**src/rtl/nios_system_tile_dispatcher_if.sv**
```systemverilog
// nios_system_tile_dispatcher_if
// Bus bundle for the tile dispatcher: the host control slave, the per-core
// Avalon-MM slaves and the job-complete interrupt.
//   ctl_address/ctl_read/ctl_write/ctl_writedata : host control slave inputs
//   ctl_readdata                                 : host read data (zero-wait)
//   core_address (2 bits per core), core_read, core_write : per-core requests
//   core_readdata (32 bits per core), core_waitrequest    : per-core responses
//   irq                                          : level job-complete interrupt
// The "slave" modport is the dispatcher's view; "master" is the view of the
// host plus cores driving it.
interface nios_system_tile_dispatcher_if #(
  parameter int NUM_CORES = 4
);
  logic [2:0]              ctl_address;
  logic                    ctl_read;
  logic                    ctl_write;
  logic [31:0]             ctl_writedata;
  logic [31:0]             ctl_readdata;
  logic [2*NUM_CORES-1:0]  core_address;
  logic [NUM_CORES-1:0]    core_read;
  logic [NUM_CORES-1:0]    core_write;
  logic [32*NUM_CORES-1:0] core_readdata;
  logic [NUM_CORES-1:0]    core_waitrequest;
  logic                    irq;

  modport master (
    output ctl_address, ctl_read, ctl_write, ctl_writedata,
    output core_address, core_read, core_write,
    input  ctl_readdata, core_readdata, core_waitrequest, irq
  );

  modport slave (
    input  ctl_address, ctl_read, ctl_write, ctl_writedata,
    input  core_address, core_read, core_write,
    output ctl_readdata, core_readdata, core_waitrequest, irq
  );
endinterface

```
**src/rtl/nios_system_tile_dispatcher.sv**
```systemverilog
// nios_system_tile_dispatcher
// Hands out image-tile indices to NUM_CORES cores with round-robin
// arbitration, counts tile completions and raises irq when a job finishes.
// Each core slave also serves the group identification word.
// Ports:
//   clock   : system clock, rising edge
//   reset_n : synchronous active-low reset
//   bus     : nios_system_tile_dispatcher_if.slave (host control slave,
//             per-core slaves, irq)
// Host map: 0 status {state, done, busy}, 1 next, 2 done_cnt, 3 total,
//           4..7 per-core grant counters (0 unless stats are built).
// Core map: read 0 fetch, read 1 GROUP_ID, read 2/3 zero, write 2 completion.
// Optional feature: define DISPATCH_STATS_EN to build 32-bit grant counters
// for cores 0..min(NUM_CORES,4)-1.
module nios_system_tile_dispatcher #(
  parameter int          NUM_CORES = 4,
  parameter int          TILE_W    = 16,
  parameter logic [31:0] GROUP_ID  = 32'd1537299572
) (
  input logic                          clock,
  input logic                          reset_n,
  nios_system_tile_dispatcher_if.slave bus
);

  localparam int RR_W = $clog2(NUM_CORES);

  typedef enum logic [1:0] {
    IDLE  = 2'd0,
    RUN   = 2'd1,
    DRAIN = 2'd2,
    DONE  = 2'd3
  } state_t;

  state_t            state, state_nxt;
  logic [TILE_W-1:0] total, total_nxt;
  logic [TILE_W-1:0] next_idx, next_nxt;
  logic [TILE_W-1:0] done_cnt, done_nxt;
  logic [RR_W-1:0]   rr, rr_nxt;
  logic              irq_q, irq_nxt;

  logic [NUM_CORES-1:0]    fetch_req;
  logic [NUM_CORES-1:0]    comp_req;
  logic [NUM_CORES-1:0]    core_wait;
  logic [32*NUM_CORES-1:0] core_rdata;
  logic                    grant_valid;
  logic [RR_W-1:0]         grant_idx;
  logic [RR_W:0]           cand_sum;
  logic [RR_W-1:0]         cand;
  logic [3:0]              comp_cnt;
  logic [TILE_W:0]         done_sum;
  logic                    job_start;
  logic                    job_ack;
  logic [31:0]             stats_rdata;
  logic [31:0]             ctl_rdata;

  // Decode per-core requests into fetches (read addr 0) and completions
  // (write addr 2), and count how many completions arrive this cycle.
  always_comb begin
    fetch_req = '0;
    comp_req  = '0;
    comp_cnt  = '0;
    for (int k = 0; k < NUM_CORES; k++) begin
      fetch_req[k] = bus.core_read[k]  && (bus.core_address[2*k +: 2] == 2'd0);
      comp_req[k]  = bus.core_write[k] && (bus.core_address[2*k +: 2] == 2'd2);
      if (comp_req[k]) comp_cnt = comp_cnt + 4'd1;
    end
  end

  // Round-robin search: first fetching core at or after rr, with wrap.
  // Only RUN grants; other states answer every fetch with "no work".
  always_comb begin
    grant_valid = 1'b0;
    grant_idx   = '0;
    cand_sum    = '0;
    cand        = '0;
    if (state == RUN) begin
      for (int i = 0; i < NUM_CORES; i++) begin
        cand_sum = {1'b0, rr} + (RR_W+1)'(i);
        if (cand_sum >= (RR_W+1)'(NUM_CORES))
          cand_sum = cand_sum - (RR_W+1)'(NUM_CORES);
        cand = cand_sum[RR_W-1:0];
        if (!grant_valid && fetch_req[cand]) begin
          grant_valid = 1'b1;
          grant_idx   = cand;
        end
      end
    end
  end

  // Per-core responses; only a losing RUN fetch ever waits.
  always_comb begin
    core_wait  = '0;
    core_rdata = '0;
    for (int k = 0; k < NUM_CORES; k++) begin
      if (bus.core_read[k]) begin
        case (bus.core_address[2*k +: 2])
          2'd0: begin
            if (state == RUN) begin
              if (grant_valid && (grant_idx == RR_W'(k)))
                core_rdata[32*k +: 32] = 32'(next_idx);
              else
                core_wait[k] = 1'b1;
            end else begin
              core_rdata[32*k +: 32] = 32'hFFFF_FFFF;
            end
          end
          2'd1:    core_rdata[32*k +: 32] = GROUP_ID;
          default: core_rdata[32*k +: 32] = 32'd0;
        endcase
      end
    end
  end

  assign job_start = (state == IDLE) && bus.ctl_write && (bus.ctl_address == 3'd0) &&
                     (bus.ctl_writedata[TILE_W-1:0] != '0);
  assign job_ack   = (state == DONE) && bus.ctl_write && (bus.ctl_address == 3'd3);

  // Next-state and register update logic. Fetch and completion are
  // independent and both take effect on the same edge.
  always_comb begin
    state_nxt = state;
    total_nxt = total;
    next_nxt  = next_idx;
    done_nxt  = done_cnt;
    rr_nxt    = rr;
    irq_nxt   = irq_q;
    done_sum  = {1'b0, done_cnt} + (TILE_W+1)'(comp_cnt);
    case (state)
      IDLE: begin
        if (job_start) begin
          total_nxt = bus.ctl_writedata[TILE_W-1:0];
          next_nxt  = '0;
          done_nxt  = '0;
          state_nxt = RUN;
        end
      end
      RUN, DRAIN: begin
        if (grant_valid) begin
          next_nxt = next_idx + 1'b1;
          rr_nxt   = (grant_idx == RR_W'(NUM_CORES - 1)) ? '0 : grant_idx + 1'b1;
          if (next_idx + 1'b1 == total) state_nxt = DRAIN;
        end
        // Completion count saturates at total.
        if (done_sum >= {1'b0, total}) done_nxt = total;
        else                           done_nxt = done_sum[TILE_W-1:0];
        // Reaching total in RUN only saturates; the job finishes from DRAIN.
        if ((state == DRAIN) && (done_nxt == total)) begin
          state_nxt = DONE;
          irq_nxt   = 1'b1;
        end
      end
      DONE: begin
        if (job_ack) begin
          state_nxt = IDLE;
          irq_nxt   = 1'b0;
        end
      end
      default: state_nxt = IDLE;
    endcase
  end

  always_ff @(posedge clock) begin
    if (!reset_n) begin
      state    <= IDLE;
      total    <= '0;
      next_idx <= '0;
      done_cnt <= '0;
      rr       <= '0;
      irq_q    <= 1'b0;
    end else begin
      state    <= state_nxt;
      total    <= total_nxt;
      next_idx <= next_nxt;
      done_cnt <= done_nxt;
      rr       <= rr_nxt;
      irq_q    <= irq_nxt;
    end
  end

`ifdef DISPATCH_STATS_EN
  localparam int NUM_STATS = (NUM_CORES < 4) ? NUM_CORES : 4;

  logic [31:0] grant_cnt [NUM_STATS];

  // Grant counters clear on reset and on each job start, and wrap naturally.
  always_ff @(posedge clock) begin
    if (!reset_n || job_start) begin
      for (int k = 0; k < NUM_STATS; k++) grant_cnt[k] <= '0;
    end else if (grant_valid) begin
      for (int k = 0; k < NUM_STATS; k++)
        if (grant_idx == RR_W'(k)) grant_cnt[k] <= grant_cnt[k] + 32'd1;
    end
  end

  always_comb begin
    stats_rdata = '0;
    for (int k = 0; k < NUM_STATS; k++)
      if (bus.ctl_address[1:0] == 2'(k)) stats_rdata = grant_cnt[k];
  end
`else
  assign stats_rdata = '0;
`endif

  always_comb begin
    ctl_rdata = '0;
    if (bus.ctl_read) begin
      case (bus.ctl_address)
        3'd0:    ctl_rdata = {28'd0, 2'(state), (state == DONE),
                              (state == RUN) || (state == DRAIN)};
        3'd1:    ctl_rdata = 32'(next_idx);
        3'd2:    ctl_rdata = 32'(done_cnt);
        3'd3:    ctl_rdata = 32'(total);
        default: ctl_rdata = stats_rdata;
      endcase
    end
  end

  assign bus.ctl_readdata     = ctl_rdata;
  assign bus.core_readdata    = core_rdata;
  assign bus.core_waitrequest = core_wait;
  assign bus.irq              = irq_q;

endmodule
```
**src/flat_wrapper.sv**
```systemverilog
// flat-port wrapper written by rule: the top's interface ports become plain ports
module nios_system_tile_dispatcher_flat 
#(
  parameter int          NUM_CORES = 4,
  parameter int          TILE_W    = 16,
  parameter logic [31:0] GROUP_ID  = 32'd1537299572
)
  (clock, reset_n, bus_ctl_address, bus_ctl_read, bus_ctl_write, bus_ctl_writedata, bus_core_address, bus_core_read, bus_core_write, bus_ctl_readdata, bus_core_readdata, bus_core_waitrequest, bus_irq);
  nios_system_tile_dispatcher_if #(.NUM_CORES(NUM_CORES)) bus_i ();
  input logic clock;
  input logic reset_n;
  input wire logic [$bits(bus_i.ctl_address)-1:0] bus_ctl_address;
  input wire logic [$bits(bus_i.ctl_read)-1:0] bus_ctl_read;
  input wire logic [$bits(bus_i.ctl_write)-1:0] bus_ctl_write;
  input wire logic [$bits(bus_i.ctl_writedata)-1:0] bus_ctl_writedata;
  input wire logic [$bits(bus_i.core_address)-1:0] bus_core_address;
  input wire logic [$bits(bus_i.core_read)-1:0] bus_core_read;
  input wire logic [$bits(bus_i.core_write)-1:0] bus_core_write;
  output wire logic [$bits(bus_i.ctl_readdata)-1:0] bus_ctl_readdata;
  output wire logic [$bits(bus_i.core_readdata)-1:0] bus_core_readdata;
  output wire logic [$bits(bus_i.core_waitrequest)-1:0] bus_core_waitrequest;
  output wire logic [$bits(bus_i.irq)-1:0] bus_irq;
  assign bus_i.ctl_address = bus_ctl_address;
  assign bus_i.ctl_read = bus_ctl_read;
  assign bus_i.ctl_write = bus_ctl_write;
  assign bus_i.ctl_writedata = bus_ctl_writedata;
  assign bus_i.core_address = bus_core_address;
  assign bus_i.core_read = bus_core_read;
  assign bus_i.core_write = bus_core_write;
  assign bus_ctl_readdata = bus_i.ctl_readdata;
  assign bus_core_readdata = bus_i.core_readdata;
  assign bus_core_waitrequest = bus_i.core_waitrequest;
  assign bus_irq = bus_i.irq;
  nios_system_tile_dispatcher #(.NUM_CORES(NUM_CORES), .TILE_W(TILE_W), .GROUP_ID(GROUP_ID)) u_core (.clock(clock), .reset_n(reset_n), .bus(bus_i));
endmodule
```
**config.mk**
```make
export PLATFORM = sky130hd
export DESIGN_NAME = nios_system_tile_dispatcher_flat
export DESIGN_NICKNAME = d
export VERILOG_FILES = /design/src/rtl/nios_system_tile_dispatcher_if.sv /design/src/rtl/nios_system_tile_dispatcher.sv /design/src/flat_wrapper.sv
export SDC_FILE = /design/constraint.sdc
export NUM_CORES = 1
export LEC_CHECK = 0
export ABC_AREA = 1
export CAP_MARGIN = 15
export CELL_PAD_IN_SITES_DETAIL_PLACEMENT = 1
export CELL_PAD_IN_SITES_GLOBAL_PLACEMENT = 2
export CORE_ASPECT_RATIO = 0.6
export CORE_UTILIZATION = 23
export CTS_CLUSTER_DIAMETER = 150
export CTS_CLUSTER_SIZE = 20
export DETAILED_ROUTE_END_ITERATION = 10
export GPL_ROUTABILITY_DRIVEN = 0
export MAX_ROUTING_LAYER = met4
export PLACE_DENSITY_LB_ADDON = 0.1
export SLEW_MARGIN = 20
export SYNTH_ARGS = -nofsm -noshare
export SYNTH_HDL_FRONTEND = slang
export SYNTH_SLANG_ARGS = --single-unit
```
**constraint.sdc**
```tcl
create_clock -name clock -period 6.4 [get_ports clock]
set_input_delay 0.96 -clock clock [delete_from_list [all_inputs] [get_ports clock]]
set_output_delay 0.96 -clock clock [all_outputs]
set_load 0.005 [all_outputs]
```
==> impl_metrics.tcl <==
set metrics [dict create \
    status "finished clean" \
    required_ns 6.65 \
    hold_ws_ns 0.490 \
    drt_pass1_iterations 5 \
    fin_crit_ns 5.94 \
    h-tree-depth 2 \
    powerDensity_nw_per_um2 236 \
    drive_gt1_frac 0.0963 \
    vias 7036 \
    clkLatencyLatePin_ns 0.32 \
    fin_setup_tns_ns 0 \
    path_max_fanout 10 \
    nNetsFinal 1221 \
    final_area_um2 8320 \
    crit_type "in -> reg" \
    critPathLaunchType "input port" \
    ys_warn_count 0 \
    cts_sinks 53 \
    placed_area_um2 8120 \
    drc 0 \
    die_w_um 212 \
    hp-start "u_core.next_idx[6]" \
    ioPinCount 220 \
    final-seq-area_um2 1060 \
    ctsLongestPathBuffers 2 \
    grt_overflow 0 \
    rsz0062_at_grt "false" \
    synthCells 985 \
    place_worst_setup_slack_ns -0.177 \
    cts_resized 0 \
    ir_drop_mv 0.201 \
    fillers 3265 \
    synth_cell_types 44 \
    synth_edf_count 0 \
    dp_hpwl_mm 23.5 \
    finalNonFillerCells 1484 \
    met3_length_mm 1.73 \
    hp-class "reg -> reg" \
    finalMaxSlewViolations 0 \
    synth_area_per_cell_um2 6.20 \
    wire_per_inst_um 19.8 \
    slowest_delay_ns 0.46 \
    layout_commonest_cell "nand2_1" \
    worst-slew-pin-transition_ns 1.14 \
    finClkSkew_ns 0.0130 \
    syn_to_final_growth_pct 36.3 \
    max_cap_viol_count 0 \
    dr_wl_met2_mm 11.5 \
    multi_input_area_um2 3920 \
    postCtsSetupBuffers 0 \
    leakagePower_nw 3.36 \
    grt_pass1_vias 6760 \
    postRouteWirelength_mm 29.3 \
    grt_antenna_before_repair 1 \
    core_area_um2 25700 \
    dp_cells 1476 \
    syn-cell-area_um2 6110 \
    diodes 0 \
    fmax_mhz 168 \
    cpMaxStageDelayCell "clkdlybuf4s50_1" \
    synthArstFlopShare 0 \
    drt_iter0_markers 393 \
    top_layer "met4" \
    setup_viol 0 \
    ys_ff_latch 53 \
    final_cell_mix "nand2_1, clkdlybuf4s50_1, inv_1" \
    end_kind "flip-flop" \
    period_share 0.928 \
    root_buffer "clkbuf_16" \
    synthFlopType "dfxtp_1" \
    ant_nets 0 \
    grt_pass1_wl_mm 43.4 \
    synth_seq_area_share 0.174 \
    avgViaCountPerCell 4.74 \
    final_hold_viol_count 0 \
    num_rows 45 \
    crit-reg2reg-launch "u_core.done_cnt[0]" \
    start_util 0.238 \
    cts.clk_slew.worst_paths_ns 0.07 \
    startpoint "bus_core_address[0]" \
    power_mw 1.96 \
    slew_headroom 0.239 \
    port_buffers 187 \
    tritoncts "yes" \
    m1WireLength_mm 15.8 \
    cp_data_arrival_time_ns 6.18 \
    cp_common_cell "nand2_1" \
    die_area_um2 27200 \
    cts_made_buffers 5 \
    grt_max_degree 41 \
    grt_util_all_layers 0.221 \
    fp.dieH_um 128 \
    post-route-util 0.324 \
    holdBufCountCts 0 \
    layout_setup_ws_ns 0.463 \
]
-- registers in the layout (all words and copies together), names as in the netlist --
register	count
u_core.rr	2
u_core.total	16
u_core.done_cnt	16
u_core.next_idx	16
u_core.state	2
u_core.bus.irq	1
-- synthesized netlist by cell type (all sizes together) (25+ instances only) --
cell type | instances | area [um2]
nand2 | 212 | 831
inv | 129 | 484
a21oi | 109 | 546
buf | 84 | 619
nor2 | 77 | 329
dfxtp | 53 | 1060
o21ai | 45 | 240
nand4 | 39 | 244
nand3 | 38 | 205
ha | 34 | 425
o31ai | 28 | 210
clkbuf | 25 | 93.8
-- final cells by class --
cell class,instances,area share
multi-input cells,697,0.471
repair buffers,232,0.268
flip-flops and latches,53,0.128
inverters,142,0.0641
well taps,352,0.0529
clock buffers,8,0.0164
-- final timing paths --
kind,end,slack [ns],cells after the start
setup / recovery,u_core.state[0],0.46,39
hold reg to reg,u_core.next_idx[6],0.49,2
hold / removal,u_core.next_idx[6],0.49,2
setup reg to reg,u_core.state[0],2.30,31
-- layer usage --
| metal | global-route usage | vias to the layer above |
|---|---|---|
| li1 | - | 3474 |
| met1 | 0.331 | 3348 |
| met2 | 0.304 | 190 |
| met3 | 0.0392 | 24 |
| met4 | 0.0389 | 0 |
| met5 | - | - |
-- report_power, final --
group / leakage [nW] / switching [mW] / total [mW] / internal (mW)
Clock: 0.0652 / 0.149 / 0.296 / 0.147
Sequential: 0.428 / 0.0439 / 0.402 / 0.358
Combinational: 2.86 / 0.802 / 1.26 / 0.461
-- logic make-up (layout without fill, tap and decap cells) --
kind of cell,Yosys count,after routing,synth area share
adder cells (fa/ha/maj),35,35,0.0730
multiplexers,1,1,0.00164
AND/OR/NAND/NOR,393,393,0.296
other,1,17,0.000614
XOR/XNOR,29,29,0.0416
AO/OA/AOI/OAI,222,222,0.210
buffers and inverters,251,382,0.204
flip-flops,53,53,0.174
-- critical path, delay by kind of cell --
family                     cells  cell delay (ns)
and+or+nand+nor               23             2.12
adders and majority gates      4             1.30
buffers and inverters          8             1.07
xor gates and xnor gates       2             0.38
AOI/OAI and AO/OA              2             0.34
Power figures use the tool's default switching activity.
